`src/rtl/multicycle_ctrl.sv`:
```
// multicycle_ctrl: control FSM for the multicycle processor datapath.
// Steps each instruction through fetch, decode, execute, memory and writeback.
// It drives the memory handshake, the datapath mux selects, the write enables and the
// immediate-extend selector.
// Ports:
//   clk, rst          rising-edge clock; synchronous active-high reset
//   op, is_load       instruction class (00 DP, 01 MEM, 10 BRANCH, 11 illegal) and L bit
//   cond_ex           condition check result, sampled in DECODE
//   mem_ready         memory completes the current request this cycle
//   mem_req/mem_write memory request and store qualifier
//   addr_src          memory address select (0 PC, 1 ALU result register)
//   ir_write/pc_write instruction-register and PC load enables; pc_src selects the PC source
//   imm_src           registered extend-unit selector (00 DP, 01 MEM, 10 BRANCH)
//   alu_src           ALU B operand select (0 register B, 1 immediate)
//   reg_write         register-file write enable; result_src selects the writeback source
//   fault             one-cycle pulse on an illegal op or a memory timeout
module multicycle_ctrl #(
  parameter int unsigned MEM_TIMEOUT = 16
) (
  input  logic       clk,
  input  logic       rst,
  input  logic [1:0] op,
  input  logic       is_load,
  input  logic       cond_ex,
  input  logic       mem_ready,
  output logic       mem_req,
  output logic       mem_write,
  output logic       addr_src,
  output logic       ir_write,
  output logic       pc_write,
  output logic       pc_src,
  output logic [1:0] imm_src,
  output logic       alu_src,
  output logic       reg_write,
  output logic       result_src,
  output logic       fault
);

  localparam int unsigned CNT_W = $clog2(MEM_TIMEOUT);
  localparam logic [CNT_W-1:0] CNT_LAST = CNT_W'(MEM_TIMEOUT - 1);

  localparam logic [2:0] S_FETCH    = 3'd0;
  localparam logic [2:0] S_DECODE   = 3'd1;
  localparam logic [2:0] S_EXEC_DP  = 3'd2;
  localparam logic [2:0] S_MEM_ADDR = 3'd3;
  localparam logic [2:0] S_MEM_ACC  = 3'd4;
  localparam logic [2:0] S_WB_ALU   = 3'd5;
  localparam logic [2:0] S_WB_MEM   = 3'd6;
  localparam logic [2:0] S_BRANCH   = 3'd7;

  logic [2:0]       state;
  logic [2:0]       state_next;
  logic [CNT_W-1:0] cnt;
  logic [1:0]       imm_q;
  logic             timeout;

  // State, wait counter and extend-selector registers
  always_ff @(posedge clk) begin
    if (rst) begin
      state <= S_FETCH;
      cnt   <= '0;
      imm_q <= 2'b00;
    end else begin
      state <= state_next;
      // Counting only while a request is stalled keeps the counter at zero on entry to
      // FETCH/MEM_ACC, since every path into those states leaves through a reset of cnt.
      if (mem_req && !mem_ready && !timeout) cnt <= cnt + CNT_W'(1);
      else                                   cnt <= '0;
      if (state == S_DECODE) imm_q <= (op == 2'b11) ? 2'b00 : op;
    end
  end

  // Next-state and output decode
  always_comb begin
    state_next = state;
    mem_req    = 1'b0;
    mem_write  = 1'b0;
    addr_src   = 1'b0;
    ir_write   = 1'b0;
    pc_write   = 1'b0;
    pc_src     = 1'b0;
    imm_src    = imm_q;
    alu_src    = 1'b0;
    reg_write  = 1'b0;
    result_src = 1'b0;
    fault      = 1'b0;
    timeout    = 1'b0;

    case (state)
      S_FETCH: begin
        mem_req = 1'b1;
        if (mem_ready) begin
          ir_write   = 1'b1;
          pc_write   = 1'b1;
          state_next = S_DECODE;
        end else if (cnt == CNT_LAST) begin
          timeout    = 1'b1;
          fault      = 1'b1;
          state_next = S_FETCH;
        end
      end
      S_DECODE: begin
        if (op == 2'b11) begin
          fault      = 1'b1;
          state_next = S_FETCH;
        end else if (!cond_ex) begin
          state_next = S_FETCH;
        end else begin
          case (op)
            2'b00:   state_next = S_EXEC_DP;
            2'b01:   state_next = S_MEM_ADDR;
            2'b10:   state_next = S_BRANCH;
            default: state_next = S_FETCH;
          endcase
        end
      end
      S_EXEC_DP: begin
        alu_src    = 1'b1;
        state_next = S_WB_ALU;
      end
      S_WB_ALU: begin
        reg_write  = 1'b1;
        state_next = S_FETCH;
      end
      S_MEM_ADDR: begin
        alu_src    = 1'b1;
        state_next = S_MEM_ACC;
      end
      S_MEM_ACC: begin
        mem_req   = 1'b1;
        addr_src  = 1'b1;
        mem_write = ~is_load;
        if (mem_ready) begin
          state_next = is_load ? S_WB_MEM : S_FETCH;
        end else if (cnt == CNT_LAST) begin
          timeout    = 1'b1;
          fault      = 1'b1;
          state_next = S_FETCH;
        end
      end
      S_WB_MEM: begin
        reg_write  = 1'b1;
        result_src = 1'b1;
        state_next = S_FETCH;
      end
      S_BRANCH: begin
        alu_src    = 1'b1;
        pc_write   = 1'b1;
        pc_src     = 1'b1;
        state_next = S_FETCH;
      end
      default: state_next = S_FETCH;
    endcase

    // Reset cycle: abandon any access and keep every output quiet
    if (rst) begin
      state_next = S_FETCH;
      mem_req    = 1'b0;
      mem_write  = 1'b0;
      addr_src   = 1'b0;
      ir_write   = 1'b0;
      pc_write   = 1'b0;
      pc_src     = 1'b0;
      imm_src    = 2'b00;
      alu_src    = 1'b0;
      reg_write  = 1'b0;
      result_src = 1'b0;
      fault      = 1'b0;
      timeout    = 1'b0;
    end
  end

endmodule

```
`config.mk`:
```
export PLATFORM = sky130hd
export DESIGN_NAME = multicycle_ctrl
export DESIGN_NICKNAME = d
export VERILOG_FILES = /design/src/rtl/multicycle_ctrl.sv
export SDC_FILE = /design/constraint.sdc
export NUM_CORES = 1
export LEC_CHECK = 0
export CORE_AREA = 3 3 40 42
export DETAILED_ROUTE_END_ITERATION = 16
export DIE_AREA = 0 0 43 45
export GPL_ROUTABILITY_DRIVEN = 0
export PLACE_DENSITY = 0.89
export SYNTH_ARGS = -nofsm -noshare
export SYNTH_HDL_FRONTEND = slang
export SYNTH_SLANG_ARGS = --single-unit
export TNS_END_PERCENT = 20
```
`constraint.sdc`:
```
create_clock -name clk -period 3.25 [get_ports clk]
set_input_delay 0.65 -clock clk [delete_from_list [all_inputs] [get_ports clk]]
set_output_delay 0.65 -clock clk [all_outputs]
set_load 0.005 [all_outputs]
```
Word-level counts from Yosys, hierarchy flattened
Index checks and enable logic that the tools add are counted.
{"block": "op_classes", "addsub": 1, "eq_ne": 11, "mux": 36, "bitwise": 2, "n_reduce_logical": 11}
{"op": "$mux 1", "n": 24}
{"op": "$mux 3", "n": 6}
{"op": "$pmux 3 s6", "n": 1}
{"op": "$eq 3x3->1 const B", "n": 4}
{"op": "$pmux 3 s3", "n": 1}
{"op": "$eq 3x2->1 const B", "n": 2}
{"op": "$reduce_or 2->1", "n": 3}
{"op": "$reduce_or 3->1", "n": 2}
{"op": "$add 4x1->4 const B", "n": 1}
{"op": "$eq 2x2->1 const B", "n": 2}
{"op": "$eq 4x4->1 const B", "n": 1}
{"op": "$mux 2", "n": 2}
{"op": "$pmux 1 s2", "n": 2}
{"op": "$eq 3x1->1 const B", "n": 1}
{"op": "$logic_not 3->1", "n": 1}
{"op": "$eq 2x1->1 const B", "n": 1}
{"op": "$logic_and 1x1->1", "n": 2}
{"op": "$logic_not 1->1", "n": 2}
{"op": "$logic_not 2->1", "n": 1}
{"op": "$not 1->1", "n": 2}
{"block": "word_totals", "reg_bits": 9, "in_bits": 7, "elab_cells": 64}

Longest topological paths before layout
Gate-level depths: netlist of run 1.
{"block": "depth", "ltp_word": 9, "depth_mapped": 5, "depth_no_buf": 5}

Least setup slack after synthesis of run 1
No wires, ideal clock.
{"block": "synth_path", "path_kind": "input to output", "from": "input rst", "to": "output fault", "arrival_time_ns": 1.131, "t_required_ns": 2.600, "setup_slack_ns": 1.469, "path_stages": 4, "n_path_buf": 1, "cell_sequence": "buf_2 > nor2_1 > nand4b_1 > o21ai_1"}
{"block": "synth_via", "elab_chain_cells": 1}
{"element": "start: declaration", "line_no": "21", "rtl": "input logic rst,"}
{"element": "$mux 1", "line_no": "156", "rtl": "if (rst) begin"}
{"element": "end: declaration", "line_no": "36", "rtl": "output logic fault"}
No other way between the ends.

Worst setup path in the final report of run 1
Ends and elaborated chain as after synthesis.

==> summary by stage, run 1 <==
Detailed routing
The routed wire length is 1.32 mm. The via count of the routed design is 541. The antenna violation net count after detailed routing is 0. The remaining design rule violation count is 0. In the routed layout, each cell is associated on average with a via count of between 5 and 6. The number of optimization iterations in the first detailed-route pass is 4. The number of DRC markers in iteration 0 is 12. The average wire per standard cell is 12.8 um.

Yosys
Yosys mapped a number of flops with a built-in enable equal to 0. The Yosys step of the flow raised 0 warnings. The number of distinct library cells after synthesis is 32. Synthesis produced 68 cells. The most used flip-flop cell after synthesis is sky130_fd_sc_hd__dfxtp_1. Sequential cells were found to cover between 20% and 30% of the synthesized design area. After synthesis, the share of flip-flops with an asynchronous set or reset is 0%. The mean cell area of the mapped netlist is 8.87 sq um. Synthesis produced a netlist with a net count of 80. The flop and latch count out of synthesis is 9. The synthesized netlist occupies a cell area of roughly 600 sq um.

Power and ir drop
Power comes to between 200 and 300 uW. The power density of the placed cells is approximately 330 nW/um^2. The worst-case IR drop observed on VDD is 0.184 mV. The leakage component of the power is 0.000355 uW.

Global route
The global-route total usage across every layer is 15.6%. The first global-routing pass estimated ~2.2 mm of wire. The total overflow left after global routing is 0. The initial antenna violation count is 0.

The number of global-route vias before repair is between 500 and 600. The largest net degree at the start of global routing is 15.

Floorplanning
The number of top-level pins is 19. Once the floorplan was initialized, standard cells occupied 46.9% of the core. The number of standard-cell rows in the floorplan is 13. The x dimension of the die is 43 um. The die is 45 um tall. The floorplan core area is 1280 sq um. The die covers 1940 sq um.

Clock tree
After clock tree synthesis, the setup repair step added 0 buffers. The clock latency on the worst-skew pair is roughly 0.27 ns. The clock passes through at most 2 buffers. The count of clock tree sinks is 9. The tree is rooted in a sky130_fd_sc_hd__clkbuf_4. Hold repair after CTS inserted 0 buffers. The total number of H-tree levels is 1.

The CTS tree is done. After clock tree synthesis, the clock-pin slew on the worst setup and hold paths is 0.07 ns. The number of gates resized after CTS was 0. The CTS buffer count is 3.

Timing
The worst clock skew is 0.00422 ns. Setup repair after global routing left no endpoint under its margin. Setup slack on the critical path of the routed design comes to about 0.35 ns. The highest clock frequency the design can meet is between 300 and 400 MHz. The tightest slew margin relative to the limit is about 67%. The count of endpoints failing setup in the final report is 0. For the finished layout, the period the worst path requires is 2.90 ns. The sum of negative setup slack is 0 ns.

The final max-slew violation count is 0. The hold violation total from the final report is 0. In the finished design, the share of the clock period the worst path needs comes to 89.3%. The worst-case hold slack is 0.462 ns. At the pin with the least slew margin, the transition time is between 0.4 and 0.5 ns.

Run
Across the run, the number of max-cap violations was 0.

Layout
The fraction of final layout cells sized beyond drive strength 1 is 11.4%. The library cell used most frequently in the layout, excluding fill and tap cells, is sky130_fd_sc_hd__clkdlybuf4s50_1. The filler cells instantiated in the layout total 118. Compared with the post-synthesis result, the final layout area differs by 34.9%. The count of nets after finishing is about 100. The repair_antennas step left the layout with diodes totalling 0. The top cell types in the final layout, fill and taps aside, are sky130_fd_sc_hd__clkdlybuf4s50_1 (18), sky130_fd_sc_hd__nor2_1 (9), sky130_fd_sc_hd__dfxtp_1 (9). The count of cells in the finished layout, fillers not included, comes to just over 100.

Critical path
The number of cells on the worst reg-to-reg path is 3. In this run the critical register-to-register path is captured at imm_q[0]. The slack of the worst reg-to-reg path is 1.90 ns. The critical path capture point type is an output pin. The slowest stage of the critical path is the sky130_fd_sc_hd__clkdlybuf4s50_1 cell. The critical path goes through clkdlybuf4s50_1, buf_4, nor2_1, nand4b_1, o21ai_1, clkdlybuf4s50_1. STA classifies the critical path startpoint as a primary input. The most repeated library cell on the critical path is sky130_fd_sc_hd__clkdlybuf4s50_1. The maximum fanout encountered on the critical timing path is 9. In this run the critical register-to-register path is launched from state[0]. On the worst path, the slowest cell contributes a delay of between 0.5 and 0.6 ns. For the worst setup path, the data arrival time is around 2.3 ns. The setup path with the least slack is of type primary input to output pin.

The data required time of the critical path is around 2.6 ns.

Placement
OpenSTA, run right after detailed placement, puts the worst setup slack at between 0.3 and 0.4 ns. The number of I/O port buffers is 18. The estimated wirelength of the detail-placed design is a little under 1 mm.

In this run, placement finished with an instance count of 99.

Worst hold path
The path type of the worst min-delay path is flop to flop. Counting instances, the worst hold path has a depth of 1. The startpoint identified for the worst hold timing path is cnt[0]. The end point of the worst hold path is cnt[0].

Status
The run finished with clean final reports.
## worst max path at each step
| stage | startpoint | to | slack (ns) | cells after the start |
|---|---|---|---|---|
| 3_5_place_dp | rst | fault | 0.36 | 6 |
| 2_1_floorplan | rst | fault | 1.47 | 4 |
| 5_1_grt | rst | fault | 0.22 | 6 |
| 4_1_cts | rst | fault | 0.36 | 6 |
| 6_report | rst | fault | 0.35 | 6 |
| 3_3_place_gp | rst | fault | 0.44 | 6 |
## routing by layer
metal / share of wire (%) / global-route usage [%]
met1: 47 / 19.9
met2: 46 / 25.4
met3: 6.2 / 3.19
met4: 0.38 / 7.23
met5: 0 / 0
## cell families after synthesis
| logic type | count (synthesis) | synth area share (%) |
|---|---|---|
| AOI/OAI and AO/OA | 10 | 13.3 |
| xor gates and xnor gates | 2 | 2.91 |
| adders and majority gates | 5 | 10.4 |
| buffers and inverters | 6 | 5.81 |
| DFF | 9 | 29.9 |
| muxes | 3 | 4.98 |
| and+or+nand+nor | 33 | 32.8 |
## worst max-delay path, delay by kind of cell
family	cells	cell delay [ns]
AO/OA/AOI/OAI	1	0.11
AND/OR/NAND/NOR	2	0.27
buffers and inverters	3	1.22
## synth_stat cells (all sizes together) (2+ instances only)
master / n / share of area, %
dfxtp: 9 / 30
nor2: 9 / 5.6
ha: 5 / 10
nand2: 4 / 2.5
a31oi: 3 / 3.1
and3: 3 / 3.1
buf: 3 / 3.9
inv: 3 / 1.9
mux2i: 3 / 5.0
nor2b: 3 / 3.1
a21oi: 2 / 1.7
and2b: 2 / 2.5
nand3: 2 / 1.7
nor3: 2 / 2.5
nor3b: 2 / 3.3
## cell type report
type                       instances  area (sq um)  share of cell area, %
multi-input combinational         53           388                   47.7
timing repair buffer              19           188                   23.1
sequential                         9           180                   22.2
clock buffer                       3          22.5                   2.77
tap                               15          18.8                   2.31
inverter                           3          11.3                   1.38
clock inverter                     1          5.00                  0.615
## per-stage QoR
stage	instance area, sq um	util (%)
floorplan	603	-
global placement	786	61.1
detailed placement	786	61.1
CTS	813	63.3
global route	813	63.3
finish	813	63.3
## state kept, by name, indices dropped and copies added, names as in the netlist
register  count
cnt           4
imm_q         2
state         3
## power by group
part | switching (uW) | internal [uW] | total (uW) | leakage (uW)
combinational | 23.0 | 31.2 | 54.1 | 0.000264
clock | 42.6 | 45.5 | 88.1 | 0.0000177
sequential | 9.98 | 115 | 125 | 0.0000732
Power figures use the tool's default switching activity.
==> inputs of run 2 (changes only) <==
Settings changed: CTS_BUF_LIST set to sky130_fd_sc_hd__clkbuf_8 sky130_fd_sc_hd__clkbuf_16, GPL_ROUTABILITY_DRIVEN 0 to 1, GPL_TIMING_DRIVEN set to 0.
==> run 2 against run 1 <==
Core utilization increased by 2.7 points. Clock power increased by 52%. Combinational power increased by 15%. Count of clock-buffer cells in the layout unchanged. Clock skew decreased by 0.0020 ns. Largest cell class unchanged. Design area increased by 4.3%. Setup slack improved by 0.040 ns. Critical endpoint unchanged. Highest routed layer unchanged. Critical path type unchanged. Worst hold slack improved by 0.0040 ns.
==> summary by stage, run 2 (synthesis gave the netlist of run 1 again) <==
Placement
The number of I/O port buffers is 18. The estimated wirelength of the detail-placed design is a little under 1 mm. The placer's final routability congestion estimate is just over 0.8. The standard cell area after detailed placement is 802 sq um. The worst slack at placement is 0.398 ns.

Clock tree
The count of clock tree sinks is 9. The clock passes through at most 2 buffers. In this run the number of H-tree levels came out at 1.

The clock transition at the register clock pins on the worst setup and hold paths after CTS is roughly 0.050 ns. The CTS buffer count is 3. Gates resized during post-CTS repair numbered 0.

Clock tree synthesis selected as its root buffer the cell sky130_fd_sc_hd__clkbuf_8. The CTS tree is done. The clock latency on the worst-skew pair is between 0.2 and 0.25 ns. The number of setup buffers added after CTS is 0. Hold repair after CTS inserted 0 buffers.

Detailed routing
Using the TritonRoute via totals, the vias-per-cell ratio works out to between 5 and 6. The antenna violation net count after detailed routing is 0. In this run, the number of DRC markers left after iteration 0 of detailed routing was 11.

The routed length on met1 is ~620 um. In the final routed layout, each cell accounts on average for ~13 um. The via count of the routed design is 561. The met2 routed wirelength is ~640 um. The remaining design rule violation count is 0. In the detailed route, the total length drawn on met3 is between 70 and 80 um. The first detailed-routing pass took 4 iterations. The uppermost metal layer occupied by signal nets is met4. The routed design has roughly 1.4 mm of wire.

Layout
The count of nets after finishing is ~100. The fill cell total of the finished layout is 110. The register with the most flip-flops in the layout has 4 of them.

Counting flops per register, the top entry is cnt. The largest registers in the layout are cnt x4, state x3, imm_q x2. Summing all non-filler instances in the final layout gives an area of 848 sq um. The antenna diode count is 0. Relative to the synthesized area, the layout overhead comes to 40.7%. Registers take approximately 180 sq um. In the final layout, the share of cells above drive strength 1 is a little over an eighth. The library cell used most frequently in the layout, excluding fill and tap cells, is sky130_fd_sc_hd__clkdlybuf4s50_1. The multi-input combinational cells in the finished layout cover a total of ~390 sq um.

In the layout the commonest cells are sky130_fd_sc_hd__clkdlybuf4s50_1 (18), sky130_fd_sc_hd__nor2_1 (9), sky130_fd_sc_hd__dfxtp_1 (9).

Power and ir drop
For this design the ratio of total power to cell area is between 300 and 400 nW/um^2. The worst-case IR drop observed on VDD is about 0.25 mV. The leakage component of the power is roughly 0.00037 uW.

Critical path
The launching element type of the critical path is a primary input. The maximum fanout encountered on the critical timing path is 10. The critical path contains buffers and inverters numbering 3 combined. The standard cell with the maximum stage delay on the critical path is sky130_fd_sc_hd__clkdlybuf4s50_1. In this design, the critical path's most frequently occurring cell is sky130_fd_sc_hd__clkdlybuf4s50_1.

The largest single stage delay on the critical path is between 0.5 and 0.6 ns. Counting cells, the worst reg-to-reg path comes to 4. The critical path runs through a total of 6 cells. The family with the most delay on the worst path is buffers and inverters. The critical path is of the primary input to output pin type. Data on the critical path is required at its endpoint by ~2.6 ns. The critical path capture point type is an output pin. The critical path goes through clkdlybuf4s50_1, buf_2, nor2_1, nand4b_1, o21ai_1, clkdlybuf4s50_1. The arrival time reported for the critical path endpoint is 2.21 ns.

Floorplanning
The number of top-level pins is 19. The number of standard-cell rows in the floorplan is 13. The floorplan core area is about 1300 sq um. From bottom edge to top edge, the die measures about 45 um.

The floorplan die area is 1940 sq um. The starting density of the core is a little under half. The x dimension of the die is 43 um.

Run
The number of max-cap violations is 0.

Worst hold path
The path type of the worst min-delay path is flop to flop. The worst hold path depth is 1.

Global route
The first global-routing pass estimated roughly 2.3 mm of wire. The initial antenna violation count is 0. Global routing finished with a remaining overflow of 0. The number of global-route vias before repair is between 500 and 600. The global-route total usage across every layer is 15.9%. The largest net degree at the start of global routing is 11.

Timing
The final critical path takes up roughly nine tenths of the cycle. The hold violation total from the final report came to 0. The final max-slew violation count was 0. Counting I/O delays and the setup requirement, the final critical path takes between 2 and 3 ns. Setup violations remaining at the end of the flow were counted as 0. The worst clock skew is 0.00225 ns. Measured against its own limit, the worst slew margin works out to between 80% and 90%. The sum of negative setup slack is 0 ns. At the pin with the least slew margin, the transition time is about 0.28 ns. Setup slack closes at approximately 0.39 ns. Hold is met by approximately 0.47 ns. Setup repair after global routing left no endpoint under its margin. The highest clock frequency the design can meet is 349 MHz.

Status
The run finished with clean final reports.
-- run 2: cell types whose count changed in the layout (fill, tap and decap cells not counted) --
cell	before	now
sky130_fd_sc_hd__clkbuf_4	3	0
sky130_fd_sc_hd__clkbuf_8	0	3
sky130_fd_sc_hd__buf_2	0	1
sky130_fd_sc_hd__buf_6	0	1
-- run 2: metrics by stage --
step                      std cells  util, %  total power (uW)
after CTS                       105     66.0               318
after floorplan                  68        -               158
after detailed placement        101     62.4               185
final                           105     66.0               317
after global placement          101     62.4               183
after global routing            105     66.0               331
-- run 2: final timing paths --
check / start / end / slack [ns]
max: rst / fault / 0.39
min reg2reg: cnt[0] / cnt[0] / 0.47
min: cnt[0] / cnt[0] / 0.47
max reg2reg: cnt[0] / state[2] / 2.08
-- run 2: where the power goes --
part	leakage, uW	total [uW]	internal [uW]	switching [uW]
Clock	0.0000255	134	84.0	49.5
Sequential	0.0000732	122	116	5.99
Combinational	0.000274	62.2	33.8	28.4
-- run 2: area by class of cell --
| class | count | area share (%) |
|---|---|---|
| Inverter | 3 | 1.33 |
| Clock inverter | 1 | 0.590 |
| Timing Repair Buffer | 18 | 21.2 |
| Clock buffer | 3 | 4.87 |
| Buffer | 3 | 2.80 |
| Multi-Input combinational cell | 53 | 45.7 |
| Sequential cell | 9 | 21.2 |
| Tap cell | 15 | 2.21 |
-- run 2: metal layers --
| metal | track usage (%) | vias up |
|---|---|---|
| met5 | 0 | - |
| met1 | 18.4 | 252 |
| met4 | 9.04 | 0 |
| met2 | 27.5 | 23 |
| li1 | - | 283 |
| met3 | 2.79 | 3 |
==> RTL change: new RTL, config.mk and constraints of run 1 <==
Change the parameter `MEM_TIMEOUT` from 16 to 32.
--- a/src/rtl/multicycle_ctrl.sv
+++ b/src/rtl/multicycle_ctrl.sv
@@ -16,5 +16,5 @@
 //   fault             one-cycle pulse on an illegal op or a memory timeout
 module multicycle_ctrl #(
-  parameter int unsigned MEM_TIMEOUT = 16
+  parameter int unsigned MEM_TIMEOUT = 32
 ) (
   input  logic       clk,
Formal check against the unedited RTL: no difference found for any inputs over 10 cycles, from zero or initial values and one cycle with rst high; that may be too few to reach the edited logic, so the function may still have changed.
==> RTL change against run 1 <==
- cell area rose by 3.7%
- routed wire length fell by 4.3%
- sequential cell count rose by 1
- power rose by 12%
- sequential share of layout area rose by 1.6 points
- die area did not move
- via count rose by 2.6%
- setup slack improved by 35 ps
- core utilization rose by 2.3 points
- synthesized area rose by 2.7%
- synthesized cell count rose by 4.4%
- global-route usage barely moved
- critical path type unchanged
- largest cell class unchanged
- highest routed layer unchanged
==> RTL change: results (changes against run 1) <==
share of post-route cells with drive strength above 1 0.0879 (was 0.114); final core utilization 0.656 (was 0.633); HPWL after DPL 940 microns (was 989 microns); WL final 1.26 mm (was 1.32 mm); global-route wire length before repair 2.22 mm (was 2.25 mm); Multi-input comb cells 55 (was 53); M1 GR Usage 0.178 (was 0.199); Mapped Nets 84 (was 80); list of most frequent post-synthesis cells nor2_1 (12), dfxtp_1 (10), ha_1 (6) (was dfxtp_1 (9), nor2_1 (9), ha_1 (5)); Unique masters post-synth 29 (was 32); Metal-1 WL 559 microns (was 620 microns); CP endpoint pc_write (was fault); WL per Instance 11.9 microns (was 12.8 microns); r2r setup slk 1500 ps (was 1900 ps); cells on worst reg2reg path 6 (was 3); GR Util met2 0.260 (was 0.254); met2 WL 621 microns (was 612 microns); Filler cells 109 (was 118); clk sink count 10 (was 9); status completed (unchanged); Sw Ratio 0.251 (was 0.282); DP Worst Slack 394 ps (was 361 ps); Reg area 200 sq um (was 180 sq um); slew at the pin closest to its max-slew limit 409 ps (was 499 ps); detailed-route via count 555 (was 541); initial drt markers 5 (was 12)
## RTL change: cell types whose count changed in the layout (fill, tap and decap cells not counted), sizes merged, moves of 2 or more
cell and change:
or4 +3, nor2 +3, and2b -2, nand2 -3
a21oi -2, nor2b +2
## RTL change: logic make-up after synthesis
kind of cell / Yosys count / synth area share
simple gates: 39 / 0.372
flops: 10 / 0.323
buf+inv: 6 / 0.0485
fa+ha+maj: 6 / 0.121
compound gates: 5 / 0.0606
xor+xnor: 3 / 0.0424
mux: 2 / 0.0323
## RTL change: power groups by stage
stage | registers (mW) | logic (mW) | clock network (mW)
floorplan | 0.132 | 0.0312 | 0
global placement | 0.137 | 0.0495 | 0
detailed placement | 0.137 | 0.0502 | 0
CTS | 0.134 | 0.0507 | 0.119
global route | 0.135 | 0.0559 | 0.125
finish | 0.134 | 0.0502 | 0.115
